`config.mk`:
```
export PLATFORM = sky130hd
export DESIGN_NAME = countdown_timer
export DESIGN_NICKNAME = d
export VERILOG_FILES = /design/src/rtl/countdown_timer.sv
export SDC_FILE = /design/constraint.sdc
export NUM_CORES = 1
export LEC_CHECK = 0
export BUFFER_PORTS_ARGS = -buffer_cell sky130_fd_sc_hd__buf_2
export CAP_MARGIN = 40
export CORE_MARGIN = 2
export CORE_UTILIZATION = 54
export CTS_BUF_LIST = sky130_fd_sc_hd__clkbuf_8 sky130_fd_sc_hd__clkbuf_16
export DETAILED_ROUTE_END_ITERATION = 12
export PLACE_DENSITY = 0.87
export RECOVER_POWER = 100
export SETUP_SLACK_MARGIN = 0.15
export SLEW_MARGIN = 20
export SYNTH_ARGS = -nofsm -noshare
export SYNTH_HDL_FRONTEND = slang
export SYNTH_SLANG_ARGS = --single-unit
```
`constraint.sdc`:
```
create_clock -name clk -period 2.35 [get_ports clk]
set_input_delay 0.47 -clock clk [delete_from_list [all_inputs] [get_ports clk]]
set_output_delay 0.47 -clock clk [all_outputs]
set_load 0.03 [all_outputs]
```
`src/rtl/countdown_timer.sv`:
```
// Loadable down-counter: decrements once every PRESCALE clocks, pulses `expired`
// on reaching zero, with pause and optional auto-reload for periodic ticks.
module countdown_timer #(
  parameter int WIDTH    = 8,
  parameter int PRESCALE = 1
) (
  input  logic             clk,
  input  logic             rst,
  input  logic             start,
  input  logic [WIDTH-1:0] load_val,
  input  logic             pause,
  input  logic             auto_reload,
  output logic             busy,
  output logic [WIDTH-1:0] count,
  output logic             expired
);

  localparam int            PW      = $clog2(PRESCALE) + 1;
  localparam logic [PW-1:0] PS_LAST = PW'(PRESCALE - 1);

  typedef enum logic [1:0] {
    IDLE,
    RUN,
    HOLD
  } state_t;

  state_t           state, state_n;
  logic [WIDTH-1:0] count_n;
  logic [WIDTH-1:0] reload_reg, reload_n;
  logic [PW-1:0]    prescaler, prescaler_n;
  logic             expired_n;
  logic             active;
  logic             advance;
  logic             tick;

  // A HOLD timer whose pause has dropped advances on that same edge, so the
  // freeze lasts exactly as many cycles as pause is high.
  assign active  = (state != IDLE);
  assign advance = active && !start && !pause;
  assign tick    = advance && (prescaler == PS_LAST);
  assign busy    = active;

  // NOTE: every signal written here gets a default first so no path leaves it
  // unassigned; a missing default would infer a latch.
  always_comb begin
    state_n     = state;
    count_n     = count;
    reload_n    = reload_reg;
    prescaler_n = prescaler;
    expired_n   = 1'b0;

    if (start) begin
      count_n     = load_val;
      reload_n    = load_val;
      prescaler_n = '0;
      if (load_val != '0) begin
        state_n = RUN;
      end else begin
        state_n   = IDLE;
        expired_n = 1'b1;
      end
    end else if (active && pause) begin
      state_n = HOLD;
    end else if (advance) begin
      state_n = RUN;
      if (tick) begin
        prescaler_n = '0;
        if (count > WIDTH'(1)) begin
          count_n = count - WIDTH'(1);
        end else begin
          // Reaching zero; count == 0 in RUN cannot occur but is handled the same.
          expired_n = (count == WIDTH'(1));
          if (auto_reload && (count == WIDTH'(1))) begin
            count_n = reload_reg;
          end else begin
            count_n = '0;
            state_n = IDLE;
          end
        end
      end else begin
        prescaler_n = prescaler + PW'(1);
      end
    end
  end

  // NOTE: state registers use non-blocking assignments so every flop samples
  // the pre-edge values computed above, independent of statement order.
  always_ff @(posedge clk or posedge rst) begin
    if (rst) begin
      state      <= IDLE;
      count      <= '0;
      reload_reg <= '0;
      prescaler  <= '0;
      expired    <= 1'b0;
    end else begin
      state      <= state_n;
      count      <= count_n;
      reload_reg <= reload_n;
      prescaler  <= prescaler_n;
      expired    <= expired_n;
    end
  end

endmodule

```
# Yosys cells after proc, flatten, opt, wreduce, memory -nomap -nowiden
# Index checks and enable logic that the tools add are counted.
[op_classes]
add_sub_neg = 2
n_lt_le_gt_ge = 1
eq_ne = 2
muxes = 23
bitwise_logic = 1
n_reduce_logical = 14
[ops]
columns = ["op", "count"]
rows = [
  ["2-to-1 mux 8 bit", 6],
  ["2-to-1 mux 1 bit", 14],
  ["equality test 8 x 1 -> 1 bit (second input constant)", 1],
  ["> comparator 8 x 1 -> 1 bit (second input constant)", 1],
  ["nonzero test 8 bit", 1],
  ["subtractor 8 x 1 -> 8 bit (second input constant)", 1],
  ["2-to-1 mux 2 bit", 3],
  ["nonzero test 2 bit", 3],
  ["logical AND 1 bit", 5],
  ["AND reduction 3 bit", 1],
  ["nonzero test 3 bit", 1],
  ["logical NOT 1 bit", 2],
  ["!= test 2 bit (second input constant)", 1],
  ["AND reduction 2 bit", 1],
  ["adder 1 bit (second input constant)", 1],
  ["inverter 1 bit", 1],
]
[totals]
ff_bits = 20

# Logic depth before layout (Yosys ltp)
[depth]
ltp_word = 8
ltp_mapped = 6
ltp_nobuf = 6

# Least setup slack after synthesis
# OpenSTA, ideal clock, no wires.
[synth_path]
path_kind = "flip-flop to flip-flop"
from = "register count[0]"
to = "register count[7]"
setup_ps = 94
t_arrival_ps = 1778
required_time_ps = 2256
slack_ps = 478
stages_incl_launch_ff = 7
path_buffers = 0
period_less_slack_ps = 1872
cell_sequence = "dfrtp_1 > inv_1 > ha_1 > or2_1 > a31oi_1 > a221oi_1 > a211oi_1"
[synth_between]
elab_chain_len = 8
word_cells_on_any_way = 10
[synth_rtl]
columns = ["item", "line_no", "text"]
rows = [
  ["start: declaration", "14", "output logic [WIDTH-1:0] count,"],
  ["start signal: assignment", "97", "count <= count_n;"],
  ["branches (longest 3 deep; another with subtractor 8 x 1 -> 8 bit)", "n/a", ""],
  ["2-to-1 mux 8 bit *", "68", "if (count > WIDTH'(1)) begin"],
  ["2-to-1 mux 8 bit *", "66", "if (tick) begin"],
  ["2-to-1 mux 8 bit *", "64", "end else if (advance) begin"],
  ["2-to-1 mux 8 bit *", "62", "end else if (active && pause) begin"],
  ["2-to-1 mux 8 bit *", "52", "if (start) begin"],
]
# Every way passes the cells marked *. The select of a mux whose other input is x is not followed.
# A chain may end at the register's enable or synchronous reset.

# Worst setup path after layout
# Same ends and word-level chain as after synthesis.

==> parameters.txt <==
Parameter                              Value

Outcome
  Result of the run ... finished, final reports clean

Logic synthesis
  Adder-Cell Fraction of Synth Area ... 0.0206
  FF+latch count, synth ... 20
  Net Count, Synth ... 144
  Xor and xnor fraction of the mapped netlist area ... 0
  Number of warnings printed during yosys synthesis ... 0
  Distinct cells, synth ... 40
  Mean instance size in the synthesized netlist ... 9.40 µm²
  Biggest area contributors in the synthesized netlist ... dfrtp_1 41%, nand2_1 4.0%, nand3_1 3.7%
  Synth area leader ... dfrtp_1
  Compound-gate portion of the synthesized area ... 0.256
  Mux contribution to synthesized area ... 0.0186
  Prevailing post-synth register cell ... dfrtp_1
  Top-area cell type share of the netlist area ... 0.413
  Number of enable-type register cells in the synthesized netlist ... 0
  Leading post-synthesis cells by instance count ... 20 x dfrtp_1, 13 x nand2_1, 12 x inv_1
  Gate count after technology mapping ... 129
  Post-synth ARST share ... 1.00
  Simple-gate portion of the synthesized area ... 0.239
  Top-count cell post-synth ... dfrtp_1
  Largest family of logic cells by synthesized area ... compound AO/OA/AOI/OAI gates
  Sequential-to-total area share from yosys stat ... 0.413
  Netlist Area Pre-Place ... 1210 µm²

Global route
  Antenna violations before repair ... 0
  Vias in the first global route ... 1050
  First-pass GRT wire length ... 5020 µm
  Total gr overflow ... 0
  Pin count of the biggest net entering global routing ... 34
  All-layer global routing usage ... 0.259

Clock network
  TritonCTS clock tree ... built
  Number of levels in the clock H-tree ... 1
  CTS root buffer ... clkbuf_8
  Cts bufs inserted ... 3
  Hold buffer count at CTS ... 0
  Worst-Skew Late Latency ... 260 ps
  Post CTS Setup Buffer Count ... 0
  Quantity of gates resized following cts ... 0
  Clock transition at the register clock pins on the worst setup and hold paths after CTS ... 70 ps
  Clock tree buffer depth ... 2
  Clock Sink Count ... 20

Die
  Top Ports ... 23
  Die H ... 51.4 µm
  Total Die Area ... 2640 µm²
  Number of core rows ... 17
  Initial core utilization ... 0.559
  Core Footprint ... 2170 µm²
  Width of the die ... 51.4 µm

Setup path
  Data arrival time of the worst path ... 2240 ps
  CP startpoint ... count[0]
  Worst reg2reg path depth ... 6
  Largest stage delay, worst path ... 500 ps
  Kind of cell adding the most delay to the critical path ... compound AO/OA/AOI/OAI gates
  Destination of the critical timing path ... count[7]
  Total stage count of the critical path ... 6
  Worst Setup End Kind ... flop
  Critical path class ... reg -> reg
  Critical R2R Capture ... count[7]
  Origin of the critical flop-to-flop path ... count[0]
  Cell-by-cell listing of the critical path ... inv_1 -> ha_1 -> or2_0 -> a31oi_1 -> a221oi_1 -> a211oi_1
  Critical Path Source Type ... flop
  Biggest fanout along the worst timing path ... 7
  Buf/Inv on CP ... 1
  Critical path's slowest cell ... dfrtp_1
  Worst reg-to-reg setup slack ... 280 ps
  Data required time of the worst path ... 2520 ps

Placed design
  Pre-CTS worst setup slack ... 389 ps
  Port bufs ... 22
  Post-place instance area ... 1340 µm²
  Gpl congestion ... 0.986
  Hpwl dp ... 2210 µm

Layout
  Count of filler cells inserted in the layout ... 199
  Layout Cell Area excl Fill ... 1390 µm²
  Final core area utilization ... 0.638
  Area growth, synth to finish ... 14.2%
  Layout cell share with drive strength beyond 1 ... 0.183
  Diodes inserted ... 0
  NumNets Final ... 169

STA
  Period Utilization, post-route ... 0.883
  Max frequency ... 482 MHz
  Skew final ... 0.988 ps
  Number of failing setup endpoints in the final timing report ... 0
  Worst Setup Slack, final ... 275 ps
  Final count of hold timing violations ... 0
  Total negative slack ... 0 ps
  Post-layout min period ... 2070 ps
  Relative max-transition margin ... 0.487
  Final number of max-transition violations ... 0
  Unrepaired setup endpoints after global routing ... no
  Actual transition at the worst max-transition pin ... 770 ps

Drt
  Vias post-DR ... 1172
  Wire length per cell ... 17.1 µm
  Via-per-instance ratio ... 6.48
  Post-DRT Antenna Nets ... 0
  Final wirelength ... 3090 µm
  Number of DRC markers in iteration 0 ... 77
  Length of the first detailed-routing pass in iterations ... 5
  Residual DRC ... 0

Run
  Number of maximum-capacitance constraint violations ... 0

Power
  Worst IR drop on VDD ... 0.612 mV
  Power per cell area ... 734 nW/µm²
  Reported leakage power ... 0.000596 µW

Worst hold path
  Hold crit path type ... in -> async
-- how the worst min path moves through the flow --
stage                          endpoint          start  slack (ps)
final                           expired            rst         120
after global routing            expired            rst         130
after CTS                      state[1]            rst         370
after detailed placement  reload_reg[6]  reload_reg[6]         470
after global placement    reload_reg[6]  reload_reg[6]         460
after floorplan                count[0]            rst         430
-- cells by family after synthesis --
group	count (synthesis)
fa+ha+maj	2
buf+inv	15
mux	2
simple gates	48
flops	20
compound gates	42
-- stage by stage --
stage / cells / power (µW) / hold WS [ps]
after floorplan: 129 / 664 / 434
after global placement: 176 / 741 / 457
after detailed placement: 176 / 753 / 470
after CTS: 180 / 1020 / 366
after global routing: 181 / 1070 / 131
final: 181 / 1020 / 118
-- worst register-to-register path: stages (launching register included) --
cell and delay (ps):
dfrtp_1 500, inv_1 80, ha_1 280, or2_0 300
a31oi_1 420, a221oi_1 140, a211oi_1 250
-- power by group --
| group | total (µW) | internal [µW] | switching, µW |
|---|---|---|---|
| Combinational | 299 | 97.3 | 202 |
| Clock | 266 | 149 | 117 |
| Sequential | 452 | 384 | 68.6 |
| Total | 1020 | 630 | 387 |
-- layer usage --
layer  wire length (µm)  vias to the layer above  global-route usage
li1                   -                      540                   -
met1               1300                      555               0.335
met2               1500                       68               0.421
met3                237                        9              0.0439
met4                 57                        0               0.118
met5                  0                        -                   0
-- cell type report --
type | count | area (µm²) | share of cell area
Clock buffer | 4 | 55.1 | 0.0397
Inverter | 12 | 45.0 | 0.0325
Multi-Input combinational cell | 94 | 648 | 0.468
Sequential cell | 20 | 500 | 0.361
Tap cell | 28 | 35.0 | 0.0253
Timing Repair Buffer | 23 | 101 | 0.0732
-- cells in the final DEF (no fill, tap or decap), types with 3 or more instances in the layout --
cell type,synthesis,layout
buf_2,0,12
dfrtp_1,20,20
nand4_1,3,3
nor3_1,7,7
nand3_1,9,9
o21ai_0,9,9
inv_1,12,12
o211ai_1,3,3
clkbuf_8,0,4
a211oi_1,4,4
a221oi_1,3,3
nand2_1,13,13
a21oi_1,5,5
clkbuf_1,2,11
Power figures use the tool's default switching activity.
